[config.mk]
export PLATFORM = sky130hd
export DESIGN_NAME = picc_rx_decoder
export DESIGN_NICKNAME = d
export VERILOG_FILES = /design/src/rtl/picc_rx_decoder.sv
export SDC_FILE = /design/constraint.sdc
export NUM_CORES = 1
export LEC_CHECK = 0
export BUFFER_PORTS_ARGS = -buffer_cell sky130_fd_sc_hd__buf_2
export CAP_MARGIN = 20
export CORE_UTILIZATION = 40
export DETAILED_ROUTE_END_ITERATION = 8
export HOLD_SLACK_MARGIN = 0.08
export REMOVE_ABC_BUFFERS = 1
export SLEW_MARGIN = 20
export SYNTH_ARGS = -nofsm -noshare
export SYNTH_HDL_FRONTEND = slang
export SYNTH_SLANG_ARGS = --single-unit
[constraint.sdc]
create_clock -name s00_axis_aclk -period 8.15 [get_ports s00_axis_aclk]
set_input_delay 1.2225 -clock s00_axis_aclk [delete_from_list [all_inputs] [get_ports s00_axis_aclk]]
set_output_delay 1.2225 -clock s00_axis_aclk [all_outputs]
set_load 0.05 [all_outputs]
[src/rtl/picc_rx_decoder.sv]
// PICC-to-PCD receive decoder: integrates sample magnitude per half-bit, Manchester-decodes
// the sliced levels, and emits LSB-first bytes with odd-parity and coding status on AXI-Stream.
module picc_rx_decoder #(
  parameter int unsigned C_S00_AXIS_TDATA_WIDTH = 32,
  parameter int unsigned C_M00_AXIS_TDATA_WIDTH = 32,
  parameter int unsigned HALF_BIT_SAMPLES       = 64,
  parameter logic [31:0] SAMPLE_THRESHOLD       = 32'd1000,
  parameter logic [39:0] ENERGY_THRESHOLD       = 40'd32000
) (
  input  logic                                  s00_axis_aclk,
  input  logic                                  s00_axis_aresetn,
  input  logic                                  s00_axis_tvalid,
  output logic                                  s00_axis_tready,
  input  logic [C_S00_AXIS_TDATA_WIDTH-1:0]     s00_axis_tdata,
  input  logic                                  s00_axis_tlast,
  input  logic [C_S00_AXIS_TDATA_WIDTH/8-1:0]   s00_axis_tstrb,
  input  logic                                  m00_axis_tready,
  output logic                                  m00_axis_tvalid,
  output logic                                  m00_axis_tlast,
  output logic [C_M00_AXIS_TDATA_WIDTH-1:0]     m00_axis_tdata,
  output logic [C_M00_AXIS_TDATA_WIDTH/8-1:0]   m00_axis_tstrb,
  output logic [15:0]                           frame_count_out,
  output logic                                  overflow_out
);

  localparam int unsigned SW    = C_S00_AXIS_TDATA_WIDTH;
  localparam int unsigned MW    = C_M00_AXIS_TDATA_WIDTH;
  localparam int unsigned CNT_W = $clog2(HALF_BIT_SAMPLES);
  localparam int unsigned ACC_W = SW + CNT_W;
  localparam int unsigned CMP_W = (ACC_W > 40) ? ACC_W : 40;
  localparam int unsigned THR_W = (SW > 32) ? SW : 32;
  localparam logic [CNT_W-1:0] LAST_SAMPLE = CNT_W'(HALF_BIT_SAMPLES - 1);
  localparam logic [SW-1:0]    SMIN        = {1'b1, {(SW-1){1'b0}}};

  typedef enum logic [1:0] {ST_IDLE, ST_SOF, ST_DATA} state_t;

  state_t           state_q, state_d;
  logic [CNT_W-1:0] samp_cnt_q;
  logic [ACC_W-1:0] acc_q, acc_sat;
  logic [ACC_W:0]   acc_sum;
  logic             half_q, first_q;
  logic [7:0]       bits_q, pend_q;
  logic [3:0]       bit_cnt_q;
  logic             pend_vld_q, pend_perr_q;
  logic             out_vld_q, out_last_q, ovf_q;
  logic [MW-1:0]    out_data_q, emit_word;
  logic [15:0]      fcnt_q;
  logic [SW-1:0]    mag;
  logic             beat, trigger, win_done, pair_done, level, perr_calc;
  logic             emit, emit_last, shift_en, pend_load, pend_clr, clr_bits;
  logic             unused_inputs;

  assign unused_inputs = ^{s00_axis_tlast, s00_axis_tstrb};

  function automatic logic [MW-1:0] mk_word(input logic [7:0] d, input logic perr,
                                            input logic cerr, input logic [3:0] cnt);
    logic [MW-1:0] w;
    w        = '0;
    w[7:0]   = d;
    w[8]     = perr;
    w[9]     = cerr;
    w[13:10] = cnt;
    return w;
  endfunction

  assign s00_axis_tready = s00_axis_aresetn;
  assign beat            = s00_axis_tvalid && s00_axis_tready;

  always_comb begin
    mag = s00_axis_tdata;
    if (s00_axis_tdata[SW-1]) mag = (s00_axis_tdata == SMIN) ? ~SMIN : -s00_axis_tdata;
  end

  assign acc_sum   = {1'b0, acc_q} + {{(CNT_W+1){1'b0}}, mag};
  assign acc_sat   = acc_sum[ACC_W] ? '1 : acc_sum[ACC_W-1:0];
  assign level     = CMP_W'(acc_sat) > CMP_W'(ENERGY_THRESHOLD);
  assign trigger   = beat && (THR_W'(mag) > THR_W'(SAMPLE_THRESHOLD));
  assign win_done  = beat && (state_q != ST_IDLE) && (samp_cnt_q == LAST_SAMPLE);
  assign pair_done = win_done && half_q;
  assign perr_calc = ~^{bits_q, first_q};

  always_ff @(posedge s00_axis_aclk or negedge s00_axis_aresetn) begin
    if (!s00_axis_aresetn) state_q <= ST_IDLE;
    else                   state_q <= state_d;
  end

  // Bit value is the first half-bit level; on equal halves, first_q==1 marks a coding error.
  always_comb begin
    state_d   = state_q;
    emit      = 1'b0;
    emit_word = '0;
    emit_last = 1'b0;
    shift_en  = 1'b0;
    pend_load = 1'b0;
    pend_clr  = 1'b0;
    clr_bits  = 1'b0;
    unique case (state_q)
      ST_IDLE: if (trigger) state_d = ST_SOF;
      ST_SOF: if (pair_done) begin
        if (first_q && !level) begin
          state_d  = ST_DATA;
          clr_bits = 1'b1;
        end else begin
          state_d = ST_IDLE;
        end
      end
      ST_DATA: if (pair_done) begin
        if (first_q != level) begin
          if (pend_vld_q) begin
            emit      = 1'b1;
            emit_word = mk_word(pend_q, pend_perr_q, 1'b0, 4'd8);
            pend_clr  = 1'b1;
          end
          if (bit_cnt_q == 4'd8) begin
            pend_load = 1'b1;
            clr_bits  = 1'b1;
          end else begin
            shift_en = 1'b1;
          end
        end else begin
          state_d   = ST_IDLE;
          pend_clr  = 1'b1;
          clr_bits  = 1'b1;
          emit_last = 1'b1;
          if (pend_vld_q) begin
            emit      = 1'b1;
            emit_word = mk_word(pend_q, pend_perr_q, first_q, 4'd8);
          end else if (bit_cnt_q != 4'd0) begin
            emit      = 1'b1;
            emit_word = mk_word(bits_q, 1'b0, first_q, bit_cnt_q);
          end
        end
      end
      default: state_d = ST_IDLE;
    endcase
  end

  always_ff @(posedge s00_axis_aclk or negedge s00_axis_aresetn) begin
    if (!s00_axis_aresetn) begin
      samp_cnt_q  <= '0;
      acc_q       <= '0;
      half_q      <= 1'b0;
      first_q     <= 1'b0;
      bits_q      <= '0;
      bit_cnt_q   <= '0;
      pend_q      <= '0;
      pend_perr_q <= 1'b0;
      pend_vld_q  <= 1'b0;
    end else begin
      if (state_q == ST_IDLE) begin
        half_q     <= 1'b0;
        acc_q      <= trigger ? {{CNT_W{1'b0}}, mag} : '0;
        samp_cnt_q <= trigger ? CNT_W'(1) : '0;
      end else if (beat) begin
        if (win_done) begin
          acc_q      <= '0;
          samp_cnt_q <= '0;
          half_q     <= ~half_q;
          if (!half_q) first_q <= level;
        end else begin
          acc_q      <= acc_sat;
          samp_cnt_q <= samp_cnt_q + 1'b1;
        end
      end
      if (clr_bits) begin
        bits_q    <= '0;
        bit_cnt_q <= '0;
      end else if (shift_en) begin
        bits_q[bit_cnt_q[2:0]] <= first_q;
        bit_cnt_q              <= bit_cnt_q + 4'd1;
      end
      if (pend_load) begin
        pend_q      <= bits_q;
        pend_perr_q <= perr_calc;
        pend_vld_q  <= 1'b1;
      end else if (pend_clr) begin
        pend_vld_q <= 1'b0;
      end
    end
  end

  always_ff @(posedge s00_axis_aclk or negedge s00_axis_aresetn) begin
    if (!s00_axis_aresetn) begin
      out_vld_q  <= 1'b0;
      out_data_q <= '0;
      out_last_q <= 1'b0;
      ovf_q      <= 1'b0;
      fcnt_q     <= '0;
    end else begin
      if (out_vld_q && m00_axis_tready) out_vld_q <= 1'b0;
      if (emit) begin
        if (!out_vld_q || m00_axis_tready) begin
          out_vld_q  <= 1'b1;
          out_data_q <= emit_word;
          out_last_q <= emit_last;
        end else begin
          ovf_q <= 1'b1;
        end
      end
      // A dropped end-of-frame word still closes the frame.
      if ((out_vld_q && m00_axis_tready && out_last_q) ||
          (emit && emit_last && out_vld_q && !m00_axis_tready))
        fcnt_q <= fcnt_q + 16'd1;
    end
  end

  assign m00_axis_tvalid = out_vld_q;
  assign m00_axis_tdata  = out_data_q;
  assign m00_axis_tlast  = out_last_q;
  assign m00_axis_tstrb  = {(MW/8){out_vld_q}};
  assign frame_count_out = fcnt_q;
  assign overflow_out    = ovf_q;

endmodule

---- Word-level counts from Yosys, hierarchy flattened ----
Index checks and enable logic that the tools add are counted.
word-level totals
  register bits after elaboration ......... 121
  output and inout bits ................... 56
  word-level logic and storage cells ...... 130
operators by class
  add/subtract/negate cells ............... 5
  $lt $le $gt $ge ......................... 4
  equal/unequal tests ..................... 10
  multiplexer cells ....................... 63
  bitwise logic cells ..................... 3
  reduce and logical (&&, ||, !) cells .... 30
operator list
  kind                                                  count
  2-to-1 mux 32 bit                                     6
  2-to-1 mux 38 bit                                     4
  2-to-1 mux 14 bit                                     3
  adder 38 x 32 -> 39 bit                               1
  > comparator 38 x 15 -> 1 bit, second input constant  1
  2-to-1 mux 1 bit                                      34
  equality test 32 bit, second input constant           1
  > comparator 32 x 10 -> 1 bit, second input constant  1
  negation 32 bit                                       1
  2-to-1 mux 6 bit                                      3
  adder 16 x 1 -> 16 bit, second input constant         1
  2-to-1 mux 8 bit                                      2
  logical AND 1 bit                                     12
  2-to-1 mux 2 bit                                      5
  nonzero test 2 bit                                    5
  XNOR reduction 9 bit                                  1
  bitwise mux 8 bit                                     1
  2-to-1 mux 4 bit                                      2
  inequality test 2 bit, second input constant          4
  AND reduction 4 bit                                   2
  adder 6 x 1 -> 6 bit, second input constant           1
  equality test 6 bit, second input constant            1
  one-hot mux 2 bit (3 select lines)                    1
  AND reduction 2 bit                                   3
  other kinds (14)                                      19

---- Depth between registers and ports, before layout ----
  depth after elaboration ................. 14
  gate-level depth with buffers ........... 30
  mapped depth without buffers ............ 26

---- Worst setup path before layout ----
OpenSTA, ideal clock, no wires.
  kind .................................... input -> register
  start ................................... in s00_axis_tdata[25]
  end ..................................... reg fcnt_q[13], in the netlist frame_count_out[13]
  setup time .............................. 0.141 ns
  data arrival time ....................... 7.546 ns
  required time ........................... 8.009 ns
  path slack .............................. 0.463 ns
  stages on the path ...................... 27
  path buffers ............................ 3
  cell sequence ........................... or3_1 > clkbuf_1 > or3_4 > nor4_4 > nor3_1 > a21oi_1 > ha_1 > buf_2 > a21oi_1 > o21ai_1 > a211oi_1 > o211ai_1 > o211ai_1 > o22ai_1 > xor2_1 > or4_1 > nor4b_2 > ha_1 > clkbuf_1 > a21oi_1 > or3_1 > or3b_2 > a21boi_2 > nand4_1 > nor2_1 > nand3_1 > xnor2_1
on the way
  longest elaborated chain between the ends .. 14
  elaborated cells between the ends (all ways) .. 18
  those cells by class .................... 2 x add/sub; 1 x order compare; 2 x eq/ne; 9 x mux; 4 x reduce/logical
RTL lines
  what                                                            line  RTL
  start, declared                                                 14    input logic [C_S00_AXIS_TDATA_WIDTH-1:0] s00_axis_tdata,
  negation 32 bit / equality test 32 bit (equally long branches)  71    if (s00_axis_tdata[SW-1]) mag = (s00_axis_tdata == SMIN) ? ~SMIN : -s00_axis_tdata;
  2-to-1 mux 32 bit                                               71
  2-to-1 mux 32 bit *                                             71
  adder 38 x 32 -> 39 bit *                                       74    assign acc_sum = {1'b0, acc_q} + {{(CNT_W+1){1'b0}}, mag};
  2-to-1 mux 38 bit *                                             75    assign acc_sat = acc_sum[ACC_W] ? '1 : acc_sum[ACC_W-1:0];
  > comparator 38 x 15 -> 1 bit *                                 76    assign level = CMP_W'(acc_sat) > CMP_W'(ENERGY_THRESHOLD);
  inequality test 1 bit *                                         108   if (first_q != level) begin
  2-to-1 mux 1 bit                                                108
  2-to-1 mux 1 bit                                                107   ST_DATA: if (pair_done) begin
  2-to-1 mux 1 bit                                                97    unique case (state_q)
  logical AND 1 bit * (3 in a row)                                202   (emit && emit_last && out_vld_q && !m00_axis_tready))
  logical OR 1 bit *                                              201   if ((out_vld_q && m00_axis_tready && out_last_q) ||
  end signal, assigned                                            203   fcnt_q <= fcnt_q + 16'd1;
  end, declared                                                   47    logic [15:0] fcnt_q;
Every way passes the cells marked *; elsewhere a longest branch is shown, timed or not.
A chain may end at the register's enable or synchronous reset.

---- Worst setup path after layout ----
  start ................................... in s00_axis_tdata[3]
  end ..................................... reg fcnt_q[6], in the netlist frame_count_out[6]
The elaborated chain is that of the path after synthesis.

==> results.json <==
{
  "outcome": "complete, no violations",
  "critical_path_class": "in2reg",
  "crit_end": "frame_count_out[6]",
  "reg2reg_depth": 20,
  "die_x_um": 151,
  "p_per_area_nw_per_um2": 244,
  "cts_num_sinks": 103,
  "cts_tree": "done",
  "drtAntennaViolNets": 0,
  "layout.nets": 1291,
  "die_y_um": 151,
  "worstPathMaxFanout": 12,
  "critPathLaunch": "s00_axis_tdata[3]",
  "p_sw_mw": 1.12,
  "synth_top_area_frac": 0.290,
  "rows": 54,
  "synth_compound_area_frac": 0.233,
  "yosys-top-cells-area": "dfrtp_1 (29%), ha_1 (5.9%), nand2_1 (5.4%)",
  "power_frac_comb": 0.570,
  "ys_seq_elements": 103,
  "grt_max_degree": 69,
  "yosysWarnings": 0,
  "start_util": 0.407,
  "hold_buffers": 0,
  "irDropWorstVdd_mv": 0.124,
  "grt_overflow_total": 0,
  "firstDrtPassIters": 7,
  "placed_cells": 1476,
  "finalSetupTns_ps": 0,
  "grt_pass1_vias": 8195,
  "synth-edff-count": 0,
  "synthArstFlopShare": 1.00,
  "required_ps": 8440,
  "r2r-end": "frame_count_out[6]",
  "post_cts_resized": 0,
  "drt_wl_total_um": 25500,
  "synth_xor_area_frac": 0.0680,
  "drv_cap": 0,
  "cts_root_buf": "clkbuf_16",
  "place.gp.congestion": 0.942,
  "vias": 8545,
  "rr_startpoint": "acc_q[0]",
  "seq_area_frac_synth": 0.290,
  "dieArea_um2": 22800,
  "fin_crit_sh": 0.932,
  "finalPower_mw": 2.48,
  "rrSetupSlack_ps": 2580,
  "clockPowerShare": 0.180,
  "insertedDiodeCount": 0,
  "netlist_area_um2": 8880,
  "worstMarginPinSlew_ps": 1080,
  "drcViolationCount": 0,
  "switching_share": 0.451,
  "grt_antenna_before_repair": 0,
  "synth_ff_type": "dfrtp_1",
  "cp_slowest_cell": "or4_1",
  "synth_area_leader_cell": "dfrtp_1",
  "holdCritPathClass": "reg2reg",
  "io_pins": 97,
  "clock-skew-final_ps": 15.3,
  "internal_power_mw": 1.36,
  "clock.fmax_ghz": 0.132,
  "critPathLaunchType": "input port",
  "finalNonFillerCells": 1492,
  "avgSynthCellArea_um2": 8.02,
  "synthAdderAreaFrac": 0.0614,
  "viasPerCell": 5.73,
  "port_buffers": 73,
  "clk_pin_slew_worst_paths_ps": 80,
  "final_max_slew_viol_count": 0,
  "end_kind": "flop",
  "leakage_nw": 4.71,
  "h-tree-depth": 3,
  "clock_latency_ps": 370,
  "drt_iter0_drc": 541,
  "yosys.area_share.simple": 0.245,
  "finalHoldViolCount": 0,
  "min_period_ps": 7600,
  "cp_data_arrival_time_ps": 7880,
  "post_cts_buffers": 0,
  "max_slew_margin": 0.260,
  "yosys-mux-area-fraction": 0.0359,
  "rsz0062_at_grt": "no",
  "wl_per_cell_um": 17.1,
  "setup-violations-final": 0,
  "pwr-share-seq": 0.250,
  "synth_top_family_by_area": "simple AND/OR/NAND/NOR gates",
  "yosysUniqueCellTypes": 90,
  "postSynthCellCount": 1108,
  "grt_pass1_wl_um": 42100,
  "clockBufferDepth": 2,
  "layout-drive-gt1-share": 0.187,
  "syn_to_final_growth_pct": 14.3,
  "crit_path_max_incr_delay_ps": 540,
  "grt_use_total": 0.235,
  "cts_buffers": 9,
  "core_area_um2": 21800,
  "hpwl_um": 19400
}
==> Yosys cell counts (11+ instances only) <==
master    number
a21oi_1       87
mux2i_1       15
mux2_2        15
nor2_1       102
a31oi_1       13
nand2_1      129
o21a_1        16
nand3_1       37
buf_4         25
xor2_1        32
dfrtp_1      103
nor3_1        22
clkbuf_1      55
and3_1        19
o21ai_0       52
inv_1         31
a211oi_1      11
nand4_1       28
or3_1         12
ha_1          42
xnor2_1       37
o211ai_1      15
==> power by group through the flow <==
stage	Combinational, mW	Clock, mW	Sequential [mW]
detailed placement	1.38	0	0.628
global route	1.56	0.474	0.628
CTS	1.39	0.451	0.619
floorplan	0.903	0	0.618
global placement	1.37	0	0.627
finish	1.41	0.445	0.620
==> critical path, delay by kind of cell <==
family	cells	cell delay, ps
compound gates	9	2030
xor+xnor	1	150
fa+ha+maj	2	620
buf+inv	4	790
simple gates	11	3050
==> layer usage <==
| layer | wire (um) | track usage | up-vias |
|---|---|---|---|
| met5 | 0 | 0 | - |
| met4 | 743 | 0.0880 | 0 |
| met3 | 1510 | 0.0286 | 47 |
| met2 | 11500 | 0.377 | 284 |
| met1 | 11800 | 0.322 | 4018 |
| li1 | - | - | 4196 |
==> metrics by stage <==
| step | utilization | hold WS (ps) | setup WS (ps) | area (um2) |
|---|---|---|---|---|
| after global routing | 0.465 | 491 | 11.2 | 10200 |
| after global placement | 0.452 | 444 | 311 | 9860 |
| final | 0.465 | 459 | 554 | 10200 |
| after detailed placement | 0.452 | 449 | 263 | 9860 |
| after CTS | 0.465 | 466 | 606 | 10200 |
| after floorplan | - | 441 | 516 | 8480 |
==> cell type report <==
type | instances | area (um2)
clock buffer | 9 | 225
sequential | 103 | 2580
timing repair buffer | 162 | 1040
fill | 2191 | 11700
clock inverter | 7 | 67.6
inverter | 31 | 116
tap | 280 | 350
multi-input combinational | 900 | 5790
==> cell usage in the layout (no fill, tap or decap), types with 6 or more instances in the layout <==
cell type,n
a211oi_1,11
and2_1,9
o2111ai_1,6
or3_1,12
mux2i_1,15
a31oi_1,13
inv_1,31
nand2b_1,9
nand4_1,28
ha_1,42
o21ai_0,52
o41ai_1,6
nor4_1,9
mux2_2,15
o21bai_1,6
conb_1,18
o31ai_1,7
and4_1,7
o211ai_1,15
a221oi_1,7
and3_1,19
clkbuf_16,9
dfrtp_1,103
buf_2,72
buf_4,90
xor2_1,32
a21o_1,9
o21ai_1,9
o21a_1,16
xnor2_1,37
a21boi_0,8
o22ai_1,7
nor3_1,22
nor2_1,101
nand3_1,37
nand2_1,129
a21oi_1,87
==> sequential cells by signal (all words and copies together) (netlist names) <==
signal / cells
frame_count_out: 16
bits_q: 8
m00_axis_tlast: 1
acc_q: 38
pend_q: 8
bit_cnt_q: 4
samp_cnt_q: 6
m00_axis_tdata: 14
half_q: 1
pend_perr_q: 1
m00_axis_tvalid: 1
first_q: 1
pend_vld_q: 1
state_q: 2
overflow_out: 1
==> worst min path at each step <==
| stage | start | slack [ps] | to | cells past startpoint |
|---|---|---|---|---|
| after global placement | m00_axis_tdata[12] | 440 | m00_axis_tdata[12] | 2 |
| after CTS | m00_axis_tdata[9] | 470 | m00_axis_tdata[9] | 2 |
| after global routing | m00_axis_tdata[11] | 490 | m00_axis_tdata[11] | 2 |
| final | m00_axis_tdata[9] | 460 | m00_axis_tdata[9] | 2 |
| after floorplan | samp_cnt_q[5] | 440 | samp_cnt_q[5] | 1 |
| after detailed placement | m00_axis_tdata[9] | 450 | m00_axis_tdata[9] | 2 |
==> cell families after synthesis <==
kind of cell    count (synthesis)
simple gates                  428
compound gates                312
buf+inv                       122
flops                         103
xor+xnor                       69
fa+ha+maj                      43
mux                            30
other cells                     1
Power figures use the tool's default switching activity.
